`config.mk`:
```
export PLATFORM = sky130hd
export DESIGN_NAME = pc_sequencer
export DESIGN_NICKNAME = d
export VERILOG_FILES = /design/src/rtl/pc_sequencer.sv
export SDC_FILE = /design/constraint.sdc
export NUM_CORES = 1
export LEC_CHECK = 0
export ABC_AREA = 1
export CAP_MARGIN = 30
export CORE_MARGIN = 3
export CORE_UTILIZATION = 44
export CTS_CLUSTER_DIAMETER = 60
export CTS_CLUSTER_SIZE = 40
export DETAILED_ROUTE_END_ITERATION = 6
export PLACE_DENSITY = 0.92
export SYNTH_ARGS = -nofsm -noshare
export SYNTH_HDL_FRONTEND = slang
export SYNTH_SLANG_ARGS = --single-unit
```
`constraint.sdc`:
```
create_clock -name Clk -period 2.05 [get_ports Clk]
set_input_delay 0.41 -clock Clk [delete_from_list [all_inputs] [get_ports Clk]]
set_output_delay 0.41 -clock Clk [all_outputs]
set_load 0.1 [all_outputs]
```
`src/rtl/pc_sequencer.sv`:
```
// pc_sequencer: program-counter register and incrementer for the fetch unit.
// Next-PC priority is exception, jump, branch, stall, then sequential advance.
// Each redirect is followed by REDIRECT_BUBBLES invalid fetch cycles.
// Optional feature macro: PC_ALIGN_CHECK_EN. When it is defined, misaligned
// jump and branch targets are replaced by EXC_VECTOR and MisalignFault pulses.
module pc_sequencer #(
  parameter int unsigned       WIDTH            = 32,
  parameter int unsigned       INC              = 4,
  parameter logic [WIDTH-1:0]  RESET_VECTOR     = 32'h0000_0000,
  parameter logic [WIDTH-1:0]  EXC_VECTOR       = 32'h0000_0080,
  parameter int unsigned       REDIRECT_BUBBLES = 1
) (
  input  logic             Clk,
  input  logic             Reset,
  input  logic             Stall,
  input  logic             BranchTaken,
  input  logic [WIDTH-1:0] BranchTarget,
  input  logic             Jump,
  input  logic [WIDTH-1:0] JumpTarget,
  input  logic             Exception,
  output logic [WIDTH-1:0] PCResult,
  output logic [WIDTH-1:0] PCAddResult,
  output logic             FetchValid,
  output logic             Redirected,
  output logic             Wrapped
`ifdef PC_ALIGN_CHECK_EN
  ,
  output logic             MisalignFault
`endif
);

  typedef enum logic [1:0] {S_BOOT = 2'd0, S_RUN = 2'd1, S_BUBBLE = 2'd2} state_t;

  localparam logic [WIDTH-1:0] INC_W    = WIDTH'(INC);
  localparam logic [2:0]       BUB_LOAD = 3'(REDIRECT_BUBBLES);

  // Parameter sanity: a zero or oversized increment, or too many bubbles,
  // cannot be represented by this datapath.
  if (INC == 0 || (INC >> WIDTH) != 0) begin : g_bad_inc
    $error("pc_sequencer: INC must be nonzero and below 2**WIDTH");
  end
  if (REDIRECT_BUBBLES > 7) begin : g_bad_bubbles
    $error("pc_sequencer: REDIRECT_BUBBLES must be 0..7");
  end

  state_t           state_q, state_d;
  logic [WIDTH-1:0] pc_q, pc_d;
  logic [2:0]       cnt_q, cnt_d;
  logic             redirected_q, redirected_d;
  logic             wrapped_q, wrapped_d;
  logic             redirect_s;
  logic [WIDTH-1:0] target_s;
  logic [WIDTH-1:0] redirect_pc_s;
  logic [WIDTH:0]   sum_s;

`ifdef PC_ALIGN_CHECK_EN
  localparam int unsigned      ALIGN_BITS = $clog2(INC);
  localparam logic [WIDTH-1:0] ALIGN_MASK = WIDTH'((64'd1 << ALIGN_BITS) - 64'd1);
  logic misalign_q, misalign_d;
  logic misalign_s;
`endif

  // Incrementer with carry-out so a wrap past the top of the address space is visible.
  assign sum_s = {1'b0, pc_q} + {1'b0, INC_W};

  // Select the redirect target by priority; exception targets are never alignment-checked.
  always_comb begin
    redirect_s = Exception | Jump | BranchTaken;
    if (Exception) begin
      target_s = EXC_VECTOR;
    end else if (Jump) begin
      target_s = JumpTarget;
    end else if (BranchTaken) begin
      target_s = BranchTarget;
    end else begin
      target_s = pc_q;
    end
`ifdef PC_ALIGN_CHECK_EN
    misalign_s    = ~Exception & (Jump | BranchTaken) & ((target_s & ALIGN_MASK) != '0);
    redirect_pc_s = misalign_s ? EXC_VECTOR : target_s;
`else
    redirect_pc_s = target_s;
`endif
  end

  // Next-state logic: boot, redirect, bubble countdown, stall or sequential advance.
  always_comb begin
    state_d      = state_q;
    pc_d         = pc_q;
    cnt_d        = cnt_q;
    redirected_d = 1'b0;
    wrapped_d    = 1'b0;
`ifdef PC_ALIGN_CHECK_EN
    misalign_d   = 1'b0;
`endif
    case (state_q)
      S_BOOT: begin
        // First edge out of reset only starts the machine; redirects are ignored.
        state_d = S_RUN;
      end
      S_RUN, S_BUBBLE: begin
        if (redirect_s) begin
          pc_d         = redirect_pc_s;
          redirected_d = 1'b1;
`ifdef PC_ALIGN_CHECK_EN
          misalign_d   = misalign_s;
`endif
          if (REDIRECT_BUBBLES > 0) begin
            state_d = S_BUBBLE;
            cnt_d   = BUB_LOAD;
          end else begin
            state_d = S_RUN;
            cnt_d   = 3'd0;
          end
        end else if (state_q == S_BUBBLE) begin
          // Bubbles count down regardless of Stall; PC holds the target.
          cnt_d = cnt_q - 3'd1;
          if (cnt_q <= 3'd1) begin
            state_d = S_RUN;
          end else begin
            state_d = S_BUBBLE;
          end
        end else if (!Stall) begin
          pc_d      = sum_s[WIDTH-1:0];
          wrapped_d = sum_s[WIDTH];
        end else begin
          pc_d = pc_q;
        end
      end
      default: begin
        state_d = S_BOOT;
        pc_d    = RESET_VECTOR;
        cnt_d   = 3'd0;
      end
    endcase
  end

  // State, PC and pulse registers; reset discards any pending bubble or stall.
  always_ff @(posedge Clk or negedge Reset) begin
    if (!Reset) begin
      state_q      <= S_BOOT;
      pc_q         <= RESET_VECTOR;
      cnt_q        <= 3'd0;
      redirected_q <= 1'b0;
      wrapped_q    <= 1'b0;
`ifdef PC_ALIGN_CHECK_EN
      misalign_q   <= 1'b0;
`endif
    end else begin
      state_q      <= state_d;
      pc_q         <= pc_d;
      cnt_q        <= cnt_d;
      redirected_q <= redirected_d;
      wrapped_q    <= wrapped_d;
`ifdef PC_ALIGN_CHECK_EN
      misalign_q   <= misalign_d;
`endif
    end
  end

  assign PCResult    = pc_q;
  assign PCAddResult = sum_s[WIDTH-1:0];
  assign FetchValid  = (state_q == S_RUN) & ~Stall;
  assign Redirected  = redirected_q;
  assign Wrapped     = wrapped_q;
`ifdef PC_ALIGN_CHECK_EN
  assign MisalignFault = misalign_q;
`endif

endmodule

```
==> flow_summary.ini, run 1 <==
[status]
outcome = aborted with a tool error
haltStage = global routing (5_1_grt)
error_line = [ERROR GRT-0232] Routing congestion too high. Check the congestion heatmap in the GUI.

[synth]
synth_mux_area_share_pct = 0.6180
yosysUniqueCellTypes = 32
synth_top_area_share_pct = 30.13
yosysTopAreaCell = dfrtp_1
synth_area_leaders = dfrtp_1 30%, nand2_1 26%, nor2_1 6.8%, inv_1 5.2%, nand3_1 3.7%
synth_area_per_cell_um2 = 6.230
synth_flop_cell = dfrtp_1
synth_top_family_by_area = simple AND/OR/NAND/NOR gates
synth_cells = 520
synth_edf_count = 0
syn_nets = 597
synth-seq-cells = 39
synth_compound_area_share_pct = 11.47
async_flop_share_pct = 100.0
syn_area_um2 = 3239
synthAdderAreaFrac_pct = 2.704
ys_seq_area_share_pct = 30.13
synth_xor_area_share_pct = 3.785
synth-warning-count = 0
yosys.area_share.simple_pct = 42.95

[cts]
clockBufferDepth = 2
cts_made_buffers = 5
ctsHtreeMaxLevel = 2
cts_root_buf = clkbuf_8
cts.sinks = 39

[place]
gp_congestion = 0.9851
portBuffers = 136
dp.cells = 774
dp_hpwl_um = 11110

[global_route]
grt-ovfl-total = 657
track_usage_pct = 95.42
grt_max_degree = 22

[timing]
postGrtWorstEndpoint = PCAddResult[26]
worstEpCategory = primary output

[floorplan]
io_pins = 137
placement_rows = 30
dieWidth_um = 91.81
die_h_um = 91.81
start_util_pct = 46.40
[kinds of logic after synthesis]
| group | after synthesis |
|---|---|
| AOI/OAI and AO/OA | 58 |
| DFF | 39 |
| muxes | 2 |
| and+or+nand+nor | 336 |
| adders and majority gates | 7 |
| xor gates and xnor gates | 14 |
| buffers and inverters | 64 |
[per-stage QoR]
step,setup slack (ps),instance area (um^2),utilization [%]
floorplan,-712.9,3719,-
global placement,25.01,5793,82.97
detailed placement,-127.1,5793,82.97
CTS,-261.7,6431,92.11
[per-layer routing]
metal / global-route usage (%) / GRT overflow
met5: 29.49 / 0
met4: 112.7 / 216
met3: 69.98 / 3
met2: 122.0 / 433
met1: 87.04 / 5
[synthesized netlist by cell type, types with 5 or more instances]
| cell | n |
|---|---|
| dfrtp_1 | 39 |
| a21oi_1 | 10 |
| ha_1 | 7 |
| xor2_1 | 11 |
| nor2_1 | 59 |
| or2_2 | 12 |
| buf_4 | 5 |
| and2_1 | 7 |
| clkbuf_1 | 9 |
| o21ai_0 | 18 |
| inv_1 | 45 |
| nand2_1 | 222 |
| nand3_1 | 24 |
| o211ai_1 | 15 |
[repair_timing]
item | in CTS
gates resized for setup | 85
setup buffers | 25
hold buffers | 0
cloned | 1
setup endpoints to repair | 28
pin swaps | 36
==> inputs of run 2 (changes only) <==
Settings changed: CORE_UTILIZATION 44 to 40, CTS_CLUSTER_DIAMETER 60 to not set, CTS_CLUSTER_SIZE 40 to not set, PLACE_DENSITY 0.92 to not set, PLACE_DENSITY_LB_ADDON set to 0.15.
==> flow_summary.ini, run 2 <==
[status]
outcome = finished, violations left
violations = negative setup slack

[timing]
setup_tns_ps = -5308
fin_ws_ps = -317.8
holdWs_ps = 50.24
skew_ps = 12.57
worst_slew_pin_slew_ps = 526.2
setup_viol = 28
rsz0062_at_grt = true
period_needed_ps = 2368
finalCritPeriodShare_pct = 115.5
drv_slew = 0
fmax_mhz = 422.3
slew_headroom_pct = 64.88
finalHoldViolations = 0

[cts]
cts_made_buffers = 5
ctsHtreeMaxLevel = 2
cts.sinks = 39
cts_root_buf = clkbuf_8
clkTransAtPathRegs_ps = 90
worstSkewPairLatency_ps = 300
cts_tree = built
clockBufferDepth = 2

[setup_path]
worstPathMaxFanout = 3
worstSetupPathType = flop to output port
start_kind = flop
ff2ff_path_depth = 7
arrival_ps = 1960
crit_path_end_kind = output port
slowest_stage = dfrtp_4
required_ps = 1640
cp_cell_sequence = ha_4 -> nand2_4 -> nor2_4 -> nand2_2 -> nor2_1 -> nand3_1 -> nand2_1 -> and2_4 -> buf_12
cp_slowest_stage_delay_ps = 450

[floorplan]
dieWidth_um = 95.99
die_h_um = 95.99
io_pins = 137
dieArea_um2 = 9214
coreArea_um2 = 7807
start_util_pct = 41.49
placement_rows = 32

[global_route]
grt_pass1_wl_um = 21120
track_usage_pct = 29.86
antenna_found_initial = 0
grt-ovfl-total = 0
grt_pass1_vias = 4287
grt_max_degree = 23

[final_layout]
antenna_cells = 0
fin_util_pct = 84.41
fill_cells = 433
num-nets-final = 797
syn2layout_area_growth_pct = 103.4
multiInputGateArea_um2 = 2736
final_common_cell = nand2_1
largest_reg_flops = 32
stdcell_area_um2 = 6590
finalNonFillerCells = 823
seq_area_um2 = 1055
layout_common_cells = 175 x nand2_1, 80 x buf_4, 68 x clkdlybuf4s50_1
layout-drive-gt1-share_pct = 42.16

[place]
place_area_um2 = 5828
gp_congestion = 0.9013
dp.cells = 782
pre_cts_ws_ps = -61.66
dp_hpwl_um = 10070
portBuffers = 136

[route]
num_vias = 4594
ant_nets = 0
first_iter_violations = 390
routedWlPerCell_um = 19.37
drt_drc_violations_left = 0
via_per_inst = 5.582
wl_um = 15940
firstDrtPassIters = 5

[power_and_ir_drop]
comb_power_share_pct = 79.9
p_int_mw = 4.243
powerDensity_nw_per_um2 = 1702
power_mw = 11.22
power.leakage_nw = 3.010
p_sw_share_pct = 62.18
p_sw_mw = 6.975
ir_drop_v = 0.001440
seqPwrFrac_pct = 15.1
p_clk_share_pct = 4.9

[synth]
yosysUniqueCellTypes = 32
synth_cells = 520
synth_top_area_share_pct = 30.13
synth_flop_cell = dfrtp_1
syn_area_um2 = 3239
synth_common_cells = 222 x nand2_1, 59 x nor2_1, 45 x inv_1
synth-seq-cells = 39
syn_nets = 597
synth_area_leaders = dfrtp_1 30%, nand2_1 26%, nor2_1 6.8%, inv_1 5.2%, nand3_1 3.7%
post-synth-top-count-cell = nand2_1
ys_seq_area_share_pct = 30.13
synth-warning-count = 0
synth_area_per_cell_um2 = 6.230
yosysTopAreaCell = dfrtp_1
async_flop_share_pct = 100.0
synth_edf_count = 0

[flow_run]
maxCapViolCount = 0

[hold_path]
hp-class = input pin to async pin
[run 2: layer usage]
layer / share of wire [%] / track usage [%] / vias to the layer above / wire (um)
met5: 0 / 0 / - / 0
met4: 5.3 / 8.649 / 0 / 838
met3: 8.9 / 3.206 / 89 / 1414
met2: 50 / 53.25 / 315 / 7964
met1: 36 / 37.79 / 2162 / 5727
li1: - / - / 2028 / -
[run 2: worst max-delay path, delay by kind of cell (launching register included)]
family / cells / cell delay, ps
buffers and inverters: 1 / 170
AND/OR/NAND/NOR: 7 / 870
flip-flops: 1 / 450
adder cells (fa/ha/maj): 1 / 160
[run 2: cell families (layout without fill, tap and decap cells)]
kind of cell | Yosys count | after routing | share of synthesized area, %
mux | 2 | 2 | 0.6180
buf+inv | 64 | 265 | 8.343
fa+ha+maj | 7 | 7 | 2.704
xor+xnor | 14 | 14 | 3.785
flops | 39 | 39 | 30.13
compound gates | 58 | 58 | 11.47
simple gates | 336 | 336 | 42.95
[run 2: final timing paths]
path,from,end,slack (ps)
worst max-delay path,PCResult[3],PCAddResult[28],-320
worst min-delay path,Reset,PCResult[6],50
worst max register to register,state_q[1],PCResult[4],190
worst min register to register,cnt_q[1],cnt_q[1],510
max in group asynchronous,Reset,PCResult[27],1470
min in group Clk,cnt_q[1],cnt_q[1],510
[run 2: power groups by stage]
stage / Clock [mW] / Sequential [mW] / Combinational [mW]
detailed placement: 0 / 1.62 / 8.45
CTS: 0.545 / 1.61 / 8.72
finish: 0.554 / 1.70 / 8.97
global route: 0.581 / 1.74 / 9.25
floorplan: 0 / 3.56 / 3.67
global placement: 0 / 1.61 / 8.35
[run 2: repair_timing]
action,in CTS,in global routing
hold buffers,0,0
setup buffers,21,13
pin swaps,24,35
setup endpoints to repair,27,28
resized for setup,60,50
cloned,1,0
[run 2: area by class of cell]
cell class,count,area share (%)
multi-input cells,417,41.52
repair buffers,211,36.53
inverters,46,2.734
well taps,102,1.937
clock buffers,5,1.044
clock inverters,3,0.2278
flip-flops and latches,39,16.01
No activity file was read; power rests on OpenSTA's default activity.
